File: src/rtl/cpu_types_pkg.sv
`default_nettype none
// ============================================================================
// Module      : cpu_types_pkg
// Description : Shared CPU datapath types: word width, byte count per word
//               and the fetch-unit state encoding.
// Revision    : 1.0 - initial release
// ============================================================================
package cpu_types_pkg;

  localparam int WORD_W = 32;
  localparam int WBYTES = WORD_W / 8;

  typedef logic [WORD_W-1:0] word_t;

  // FETCH  : requesting from the I-cache every cycle
  // HOLD   : a fetched word is parked in the skid buffer waiting for decode
  // HALTED : fetch permanently stopped until reset
  typedef enum logic [1:0] {
    FETCH  = 2'd0,
    HOLD   = 2'd1,
    HALTED = 2'd2
  } fetch_state_t;

endpackage : cpu_types_pkg
`default_nettype wire

File: src/rtl/fetch_if.sv
`default_nettype none
// ============================================================================
// Module      : fetch_if
// Description : Bundle of fetch-unit signals; the fu modport is the fetch
//               unit's view (PC/cache/hazard inputs, IF/ID outputs).
// Revision    : 1.0 - initial release
// ============================================================================
interface fetch_if;
  import cpu_types_pkg::*;

  word_t cpc;
  word_t pc_plus;
  word_t imemload;
  logic  ihit;
  logic  stall;
  logic  flush;
  logic  halt;
  logic  imemREN;
  word_t imemaddr;
  logic  pc_wen;
  word_t instr_id;
  word_t pc_plus_id;
  logic  valid_id;
  logic  halted;
  word_t fetch_count;

  modport fu (
    input  cpc, pc_plus, imemload, ihit, stall, flush, halt,
    output imemREN, imemaddr, pc_wen, instr_id, pc_plus_id, valid_id,
           halted, fetch_count
  );

endinterface : fetch_if
`default_nettype wire

File: src/rtl/fetch_skid.sv
`default_nettype none
// ============================================================================
// Module      : fetch_skid
// Description : One-entry skid buffer holding an instruction word and its
//               pc_plus while decode is stalled. Clear beats load.
// Revision    : 1.0 - initial release
// ============================================================================
module fetch_skid
  import cpu_types_pkg::*;
(
  input  logic  CLK,
  input  logic  nRST,
  input  logic  i_load,
  input  logic  i_clear,
  input  word_t i_instr,
  input  word_t i_pc_plus,
  output word_t o_instr,
  output word_t o_pc_plus
);

  word_t instr_q, instr_d;
  word_t pc_plus_q, pc_plus_d;

  // Next-entry selection: clear wins so a flush always discards the entry
  always_comb begin
    instr_d   = instr_q;
    pc_plus_d = pc_plus_q;
    if (i_clear) begin
      instr_d   = '0;
      pc_plus_d = '0;
    end else if (i_load) begin
      instr_d   = i_instr;
      pc_plus_d = i_pc_plus;
    end
  end

  // Entry storage, emptied immediately on reset
  always_ff @(posedge CLK or negedge nRST) begin
    if (!nRST) begin
      instr_q   <= '0;
      pc_plus_q <= '0;
    end else begin
      instr_q   <= instr_d;
      pc_plus_q <= pc_plus_d;
    end
  end

  assign o_instr   = instr_q;
  assign o_pc_plus = pc_plus_q;

endmodule : fetch_skid
`default_nettype wire

File: src/rtl/fetch_unit.sv
`default_nettype none
// ============================================================================
// Module      : fetch_unit
// Description : Instruction fetch stage. Issues I-cache reads, owns the
//               IF/ID register, parks a word in a skid buffer while decode
//               stalls, and handles flush and halt.
// Revision    : 1.0 - initial release
// ============================================================================
module fetch_unit
  import cpu_types_pkg::*;
(
  input  logic CLK,
  input  logic nRST,
  fetch_if.fu  fuif
);

  fetch_state_t state_q, state_d;
  word_t        instr_id_q, instr_id_d;
  word_t        pc_plus_id_q, pc_plus_id_d;
  logic         valid_id_q, valid_id_d;
  word_t        fetch_count_q, fetch_count_d;

  logic  skid_load;
  logic  skid_clear;
  word_t skid_instr;
  word_t skid_pc_plus;

  logic  imem_ren;
  logic  pc_wen;

  fetch_skid u_skid (
    .CLK       (CLK),
    .nRST      (nRST),
    .i_load    (skid_load),
    .i_clear   (skid_clear),
    .i_instr   (fuif.imemload),
    .i_pc_plus (fuif.pc_plus),
    .o_instr   (skid_instr),
    .o_pc_plus (skid_pc_plus)
  );

  // Next-state, IF/ID update and combinational handshake outputs
  always_comb begin
    state_d       = state_q;
    instr_id_d    = instr_id_q;
    pc_plus_id_d  = pc_plus_id_q;
    valid_id_d    = valid_id_q;
    fetch_count_d = fetch_count_q;
    skid_load     = 1'b0;
    skid_clear    = 1'b0;
    imem_ren      = (state_q == FETCH);
    // The PC moves on a redirect, or whenever a word is accepted into
    // either IF/ID or the skid buffer; a halting cycle keeps the PC put.
    pc_wen        = (fuif.flush && (state_q != HALTED)) ||
                    ((state_q == FETCH) && fuif.ihit && !fuif.halt);

    unique case (state_q)
      FETCH: begin
        if (fuif.flush) begin
          instr_id_d   = '0;
          pc_plus_id_d = '0;
          valid_id_d   = 1'b0;
          skid_clear   = 1'b1;
        end else if (fuif.halt) begin
          instr_id_d   = '0;
          pc_plus_id_d = '0;
          valid_id_d   = 1'b0;
          skid_clear   = 1'b1;
          state_d      = HALTED;
        end else if (fuif.ihit && !fuif.stall) begin
          instr_id_d    = fuif.imemload;
          pc_plus_id_d  = fuif.pc_plus;
          valid_id_d    = 1'b1;
          fetch_count_d = fetch_count_q + word_t'(1);
        end else if (fuif.ihit) begin
          // Decode busy: park the word so the cache result is not lost
          skid_load = 1'b1;
          state_d   = HOLD;
        end else if (!fuif.stall) begin
          instr_id_d = '0;
          valid_id_d = 1'b0;
        end
      end

      HOLD: begin
        if (fuif.flush) begin
          instr_id_d   = '0;
          pc_plus_id_d = '0;
          valid_id_d   = 1'b0;
          skid_clear   = 1'b1;
          state_d      = FETCH;
        end else if (fuif.halt) begin
          instr_id_d   = '0;
          pc_plus_id_d = '0;
          valid_id_d   = 1'b0;
          skid_clear   = 1'b1;
          state_d      = HALTED;
        end else if (!fuif.stall) begin
          instr_id_d    = skid_instr;
          pc_plus_id_d  = skid_pc_plus;
          valid_id_d    = 1'b1;
          fetch_count_d = fetch_count_q + word_t'(1);
          skid_clear    = 1'b1;
          state_d       = FETCH;
        end
      end

      HALTED: begin
        valid_id_d = 1'b0;
      end

      default: begin
        state_d = FETCH;
      end
    endcase
  end

  // State and IF/ID registers, all cleared asynchronously on reset
  always_ff @(posedge CLK or negedge nRST) begin
    if (!nRST) begin
      state_q       <= FETCH;
      instr_id_q    <= '0;
      pc_plus_id_q  <= '0;
      valid_id_q    <= 1'b0;
      fetch_count_q <= '0;
    end else begin
      state_q       <= state_d;
      instr_id_q    <= instr_id_d;
      pc_plus_id_q  <= pc_plus_id_d;
      valid_id_q    <= valid_id_d;
      fetch_count_q <= fetch_count_d;
    end
  end

  assign fuif.imemREN     = imem_ren;
  assign fuif.imemaddr    = fuif.cpc;
  assign fuif.pc_wen      = pc_wen;
  assign fuif.instr_id    = instr_id_q;
  assign fuif.pc_plus_id  = pc_plus_id_q;
  assign fuif.valid_id    = valid_id_q;
  assign fuif.halted      = (state_q == HALTED);
  assign fuif.fetch_count = fetch_count_q;

endmodule : fetch_unit
`default_nettype wire

File: src/flat_wrapper.sv
// flat-port wrapper written by rule: the top's interface ports become plain ports
module fetch_unit_flat import cpu_types_pkg::*;
  (CLK, nRST, fuif_cpc, fuif_pc_plus, fuif_imemload, fuif_ihit, fuif_stall, fuif_flush, fuif_halt, fuif_imemREN, fuif_imemaddr, fuif_pc_wen, fuif_instr_id, fuif_pc_plus_id, fuif_valid_id, fuif_halted, fuif_fetch_count);
  fetch_if fuif_i ();
  input  logic CLK;
  input  logic nRST;
  input wire logic [$bits(fuif_i.cpc)-1:0] fuif_cpc;
  input wire logic [$bits(fuif_i.pc_plus)-1:0] fuif_pc_plus;
  input wire logic [$bits(fuif_i.imemload)-1:0] fuif_imemload;
  input wire logic [$bits(fuif_i.ihit)-1:0] fuif_ihit;
  input wire logic [$bits(fuif_i.stall)-1:0] fuif_stall;
  input wire logic [$bits(fuif_i.flush)-1:0] fuif_flush;
  input wire logic [$bits(fuif_i.halt)-1:0] fuif_halt;
  output wire logic [$bits(fuif_i.imemREN)-1:0] fuif_imemREN;
  output wire logic [$bits(fuif_i.imemaddr)-1:0] fuif_imemaddr;
  output wire logic [$bits(fuif_i.pc_wen)-1:0] fuif_pc_wen;
  output wire logic [$bits(fuif_i.instr_id)-1:0] fuif_instr_id;
  output wire logic [$bits(fuif_i.pc_plus_id)-1:0] fuif_pc_plus_id;
  output wire logic [$bits(fuif_i.valid_id)-1:0] fuif_valid_id;
  output wire logic [$bits(fuif_i.halted)-1:0] fuif_halted;
  output wire logic [$bits(fuif_i.fetch_count)-1:0] fuif_fetch_count;
  assign fuif_i.cpc = fuif_cpc;
  assign fuif_i.pc_plus = fuif_pc_plus;
  assign fuif_i.imemload = fuif_imemload;
  assign fuif_i.ihit = fuif_ihit;
  assign fuif_i.stall = fuif_stall;
  assign fuif_i.flush = fuif_flush;
  assign fuif_i.halt = fuif_halt;
  assign fuif_imemREN = fuif_i.imemREN;
  assign fuif_imemaddr = fuif_i.imemaddr;
  assign fuif_pc_wen = fuif_i.pc_wen;
  assign fuif_instr_id = fuif_i.instr_id;
  assign fuif_pc_plus_id = fuif_i.pc_plus_id;
  assign fuif_valid_id = fuif_i.valid_id;
  assign fuif_halted = fuif_i.halted;
  assign fuif_fetch_count = fuif_i.fetch_count;
  fetch_unit u_core (.CLK(CLK), .nRST(nRST), .fuif(fuif_i));
endmodule
File: config.mk
export PLATFORM = sky130hd
export DESIGN_NAME = fetch_unit_flat
export DESIGN_NICKNAME = d
export VERILOG_FILES = /design/src/rtl/cpu_types_pkg.sv /design/src/rtl/fetch_if.sv /design/src/rtl/fetch_skid.sv /design/src/rtl/fetch_unit.sv /design/src/flat_wrapper.sv
export SDC_FILE = /design/constraint.sdc
export NUM_CORES = 1
export LEC_CHECK = 0
export CORE_MARGIN = 3
export CORE_UTILIZATION = 30
export DETAILED_ROUTE_END_ITERATION = 7
export PLACE_DENSITY = 0.58
export SYNTH_ARGS = -nofsm -noshare
export SYNTH_HDL_FRONTEND = slang
export SYNTH_SLANG_ARGS = --single-unit
File: constraint.sdc
create_clock -name CLK -period 2.75 [get_ports CLK]
set_input_delay 0.55 -clock CLK [delete_from_list [all_inputs] [get_ports CLK]]
set_output_delay 0.55 -clock CLK [all_outputs]
set_load 0.005 [all_outputs]
# After elaboration in Yosys (flattened, before gate mapping)
# Cells that the tools add are included.
[op_classes]
addsub = 1
n_eq_ne = 15
mux = 55
bitwise_logic = 1
reduce_logical = 16
[ops]
columns = ["cell", "count"]
rows = [
  ["$mux 32", 24],
  ["$pmux 32 s2", 3],
  ["$add 32x1->32 const B", 1],
  ["$mux 1", 18],
  ["$mux 2", 7],
  ["$ne 2x2->1 const B", 6],
  ["$ne 5x4->1 const B", 2],
  ["$reduce_and 4->1", 2],
  ["$reduce_and 7->1", 1],
  ["$ne 3x3->1 const B", 2],
  ["$pmux 2 s3", 1],
  ["$reduce_and 5->1", 1],
  ["$logic_and 1x1->1", 4],
  ["$ne 4x3->1 const B", 1],
  ["$ne 4x4->1 const B", 1],
  ["$reduce_bool 2->1", 2],
  ["$pmux 1 s3", 1],
  ["$reduce_and 3->1", 1],
  ["$reduce_bool 3->1", 1],
  ["$eq 2x1->1 const B", 1],
  ["$eq 2x2->1 const B", 1],
  ["$logic_not 1->1", 2],
  ["$logic_not 2->1", 1],
  ["$ne 2x1->1 const B", 1],
  ["3 further kinds", 3],
]
[totals]
register_bits = 163
elab_cells = 95

# Longest topological paths before layout
[depth]
ltp_word = 8
ltp_mapped = 8

# Modules after synthesis
# Synthesis repeated with hierarchy kept, for this count alone.
[unflattened]
hier_cells = 677
area_unflattened_um2 = 7636.1
[modules_own_cells]
columns = ["module", "instances", "cells_each", "area_per_inst_um2", "seq_area_each_um2"]
rows = [
  ["fetch_unit", 1, 471, 5024.8, 2477.4],
  ["fetch_skid", 1, 206, 2611.3, 1601.5],
]

# Worst setup path after synthesis
# No wires, ideal clock.
[synth_path]
path_kind = "register to register"
from = "register u_core.state_q[0]"
to = "register u_core.fetch_count_q[20], in the netlist u_core.fuif.fetch_count[20]"
t_arrival_ps = 1859
required_ps = 2626
slack_ps = 767
stages_incl_launch_ff = 8
n_path_buf = 0
synth_period_minus_slack_ps = 1983
cell_sequence = "dfrtp_1 inv_1 ha_1 o21ai_1 nand3_1 nor4b_4 nand4_1 xnor2_1"
[synth_between]
elab_chain_cells = 3
[synth_lines]
columns = ["item", "line_no", "text"]
rows = [
  ["start, declared", "fetch_unit.sv:17", "fetch_state_t state_q, state_d;"],
  ["start signal, assigned", "fetch_unit.sv:127", "state_q <= state_d;"],
  ["$logic_not 2->1 *", "--", ""],
  ["named net fuif_imemREN", "flat_wrapper.sv:14", "output wire logic [$bits(fuif_i.imemREN)-1:0] fuif_imemREN;"],
  ["$ne 2x1->1 (no line), or another cell as far along", "--", ""],
  ["$reduce_and 7->1 (no line)", "--", ""],
  ["end signal, assigned", "fetch_unit.sv:131", "fetch_count_q <= fetch_count_d;"],
  ["end, declared", "fetch_unit.sv:21", "word_t fetch_count_q, fetch_count_d;"],
]
# Mark *: on every way through the listed nets, which the timed path passes. The rest lies on a longest branch.
# A chain may end at the register's enable or synchronous reset.

# Worst setup path in the final report
[layout_path]
from = "register u_core.state_q[0]"
to = "output fuif_pc_wen"
[layout_between]
elab_chain_cells = 4
[layout_lines]
columns = ["item", "line_no", "text"]
rows = [
  ["$logic_not 2->1", "fetch_unit.sv:55", "((state_q == FETCH) && fuif.ihit && !fuif.halt);"],
  ["$logic_and 1x1->1 (2 in series)", "fetch_unit.sv:55", ""],
  ["$logic_or 1x1->1 *", "fetch_unit.sv:54", "pc_wen = (fuif.flush && (state_q != HALTED)) ||"],
  ["end, declared", "flat_wrapper.sv:16", "output wire logic [$bits(fuif_i.pc_wen)-1:0] fuif_pc_wen;"],
]
# Mark *: on every way between the ends. The rest lies on a longest branch, timed or not.

==> results_dict.tcl <==
set metrics [dict create \
    status "completed" \
    combPwrFrac 0.273 \
    die_w_um 159 \
    regToRegStartpoint "u_core.state_q[0]" \
    synthesis.area_um2 7050 \
    grt_max_degree 65 \
    powerDensity_nw_per_um2 768 \
    finalInstanceArea_um2 9570 \
    swShare 0.317 \
    endpoint "fuif_pc_wen" \
    synth_top_area_frac 0.578 \
    setup_ws_ns 0.158 \
    synth_top_area_cell "dfrtp_1" \
    critPathSlowestCell "clkdlybuf4s50_1" \
    placed_cell_area_um2 8960 \
    synth-main-ff-cell "dfrtp_1" \
    vdd_drop_max_v 0.000896 \
    fmax_mhz 386 \
    tightest_slew_ns 0.535 \
    yosysMostFrequentCell "dfrtp_1" \
    numCtsBuffers 17 \
    min_period_ns 2.59 \
    rsz0062_at_grt "no" \
    p_total_mw 7.35 \
    r2r_end "u_core.fuif.fetch_count[28]" \
    cp_top_family "buffers and inverters" \
    synth_area_per_cell_um2 11.3 \
    crit_arrival_ns 2.04 \
    final_core_util 0.419 \
    end_kind "primary output" \
    slew_violations 0 \
    hold_class "in -> async" \
    synth_edf_count 0 \
    ys_warn_count 0 \
    synthTopCellsByArea "dfrtp_1 (58%), a22o_1 (7.9%), a22oi_1 (6.8%)" \
    synth_seq_cells 163 \
    drt-total-wl_um 18500 \
    routedWlPerCell_um 17.2 \
    ant_nets 0 \
    synth_cell_types 46 \
    post_cts.repair.setup_buffers 0 \
    seqPwrFrac 0.393 \
    firstDrtPassIters 4 \
    placementRows 55 \
    max-slew-margin-rel 0.643 \
    grt_pass1_vias 5634 \
    cts_resized 0 \
    syn_nets 734 \
    required_ns 2.20 \
    max_stage_delay_ns 0.52 \
    p_leak_nw 4.01 \
    cts_sinks 163 \
    cts-root-buf "clkbuf_16" \
    cp-start-kind "register" \
    core_um2 22800 \
    drive_above_1_share 0.0822 \
    setup_violations 0 \
    hpwl_um 11800 \
    clock-skew-final_ns 0.00952 \
    n_antenna_cell 0 \
    critPathLaunch "u_core.state_q[0]" \
    ys_seq_area_frac 0.578 \
    area_growth_pct 35.6 \
    grt.total_usage 0.151 \
    path_cells "inv_1 -> ha_1 -> nand2_1 -> o22ai_1 -> clkdlybuf4s50_1" \
    maxCapViolCount 0 \
    io_pins 234 \
    die_area_um2 25400 \
    vias 5217 \
    die_y_um 159 \
    overflow 0 \
    vias_per_cell 4.84 \
    cts_hold_buf 0 \
    power.clock.fraction 0.334 \
    path_buf_inv 2 \
    path_class "reg -> out" \
    synth-async-reset-ratio 1.00 \
    synth_cells 626 \
    port-buffer-count 169 \
    finalSetupTns_ns 0 \
    drc 0 \
    grt_pass1_wl_um 31100 \
    gp_congestion 0.772 \
    tritoncts "done" \
    r2r_slack_ns 0.34 \
    antenna_found_initial 1 \
    netlist_top_cells_count "dfrtp_1 (163), nand2_1 (76), a22o_1 (64), a22oi_1 (64), o21ai_0 (62)" \
    htreeDepth 4 \
    cts.clk_slew.worst_paths_ns 0.07 \
    p_switching_mw 2.33 \
    initial_core_util 0.309 \
    dp_slack_ns 0.235 \
    cp_num_cells 5 \
    fin_crit_sh 0.942 \
    clk_path_buf_depth 2 \
    reg2reg_depth 7 \
    insertion_delay_ns 0.42 \
    drtIter0Drc 304 \
    p_int_mw 5.02 \
    hold_viol_final 0 \
    crit_path_max_fanout 6 \
    nNetsFinal 861 \
]
## worst register-to-register path, delay by kind of cell (launching register included)
family	cells	cell delay (ns)
DFF	1	0.41
adders and majority gates	1	0.28
xor gates and xnor gates	1	0.15
buffers and inverters	1	0.13
and+or+nand+nor	4	1.33
## power by group through the flow
stage | Sequential, mW | Clock, mW | Combinational, mW
6_report | 2.89 | 2.46 | 2.01
3_5_place_dp | 2.93 | 0 | 2.04
4_1_cts | 2.89 | 2.51 | 2.05
2_1_floorplan | 2.91 | 0 | 0.999
5_1_grt | 2.93 | 2.62 | 2.23
3_3_place_gp | 2.92 | 0 | 2.04
## cells in the final DEF, fill, tap and decap left out, types with 2 or more instances in the layout
cell             synthesis  final
a22o_1                  64     64
a22oi_1                 64     64
and3_1                   5      5
and4_1                   3      3
buf_12                   0      8
buf_4                   32      6
bufinv_16                0      2
clkbuf_16                0     17
clkbuf_8                 0      4
clkdlybuf4s50_1          0    168
clkinv_2                 0      2
clkinv_4                 0      3
dfrtp_1                163    163
ha_1                     6      6
inv_1                    5      5
inv_6                    0      2
nand2_1                 76     76
nand2b_1                 3      3
nand3_1                 17     17
nand4_1                  7      7
nor2_1                  11     10
nor3_1                   3      2
nor3_4                   1      2
o21ai_0                 62     62
o21ai_1                  6      6
xnor2_1                 25     25
xor2_1                   6      6
## per-layer routing
| layer | GRT usage | routed length, um |
|---|---|---|
| met5 | 0 | 20 |
| met4 | 0.0414 | 196 |
| met3 | 0.0406 | 845 |
| met2 | 0.243 | 8700 |
| met1 | 0.201 | 8750 |
## per-stage QoR
step,hold WS [ns],cells
after detailed placement,0.471,1047
after CTS,0.109,1079
after floorplan,0.254,626
after global placement,0.461,1047
final,0.101,1079
after global routing,0.126,1079
## worst min path at each step
stage / endpoint / start / slack (ns)
global placement: u_core.fuif.pc_plus_id[16] / u_core.fuif.pc_plus_id[16] / 0.46
CTS: u_core.fuif.pc_plus_id[21] / nRST / 0.11
finish: u_core.fuif.pc_plus_id[21] / nRST / 0.10
detailed placement: u_core.fuif.pc_plus_id[2] / u_core.fuif.pc_plus_id[2] / 0.47
global route: u_core.fuif.pc_plus_id[21] / nRST / 0.13
floorplan: u_core.fuif.fetch_count[0] / nRST / 0.25
## sequential cells by signal (all words and copies together), names as in the netlist
name / cells
u_core.fuif.fetch_count: 32
u_core.fuif.instr_id: 32
u_core.fuif.pc_plus_id: 32
u_core.fuif.valid_id: 1
u_core.state_q: 2
u_core.u_skid.o_instr: 32
u_core.u_skid.o_pc_plus: 32
## cell type report
| class | instances | area [um2] |
|---|---|---|
| repair buffers | 183 | 1900 |
| flip-flops and latches | 163 | 4080 |
| clock inverters | 10 | 121 |
| fillers | 2182 | 13300 |
| well taps | 313 | 392 |
| inverters | 5 | 18.8 |
| clock buffers | 22 | 484 |
| multi-input cells | 383 | 2570 |
## cell families (layout without fill, tap and decap cells)
family                     Yosys count  count (layout)  share of synthesized area
xor gates and xnor gates            31              31                     0.0385
and+or+nand+nor                    139             139                     0.0995
buffers and inverters               80             220                     0.0631
DFF                                163             163                      0.578
AOI/OAI and AO/OA                  205             205                      0.207
muxes                                2               2                    0.00302
adders and majority gates            6               6                     0.0106
No activity file was read; power rests on OpenSTA's default activity.
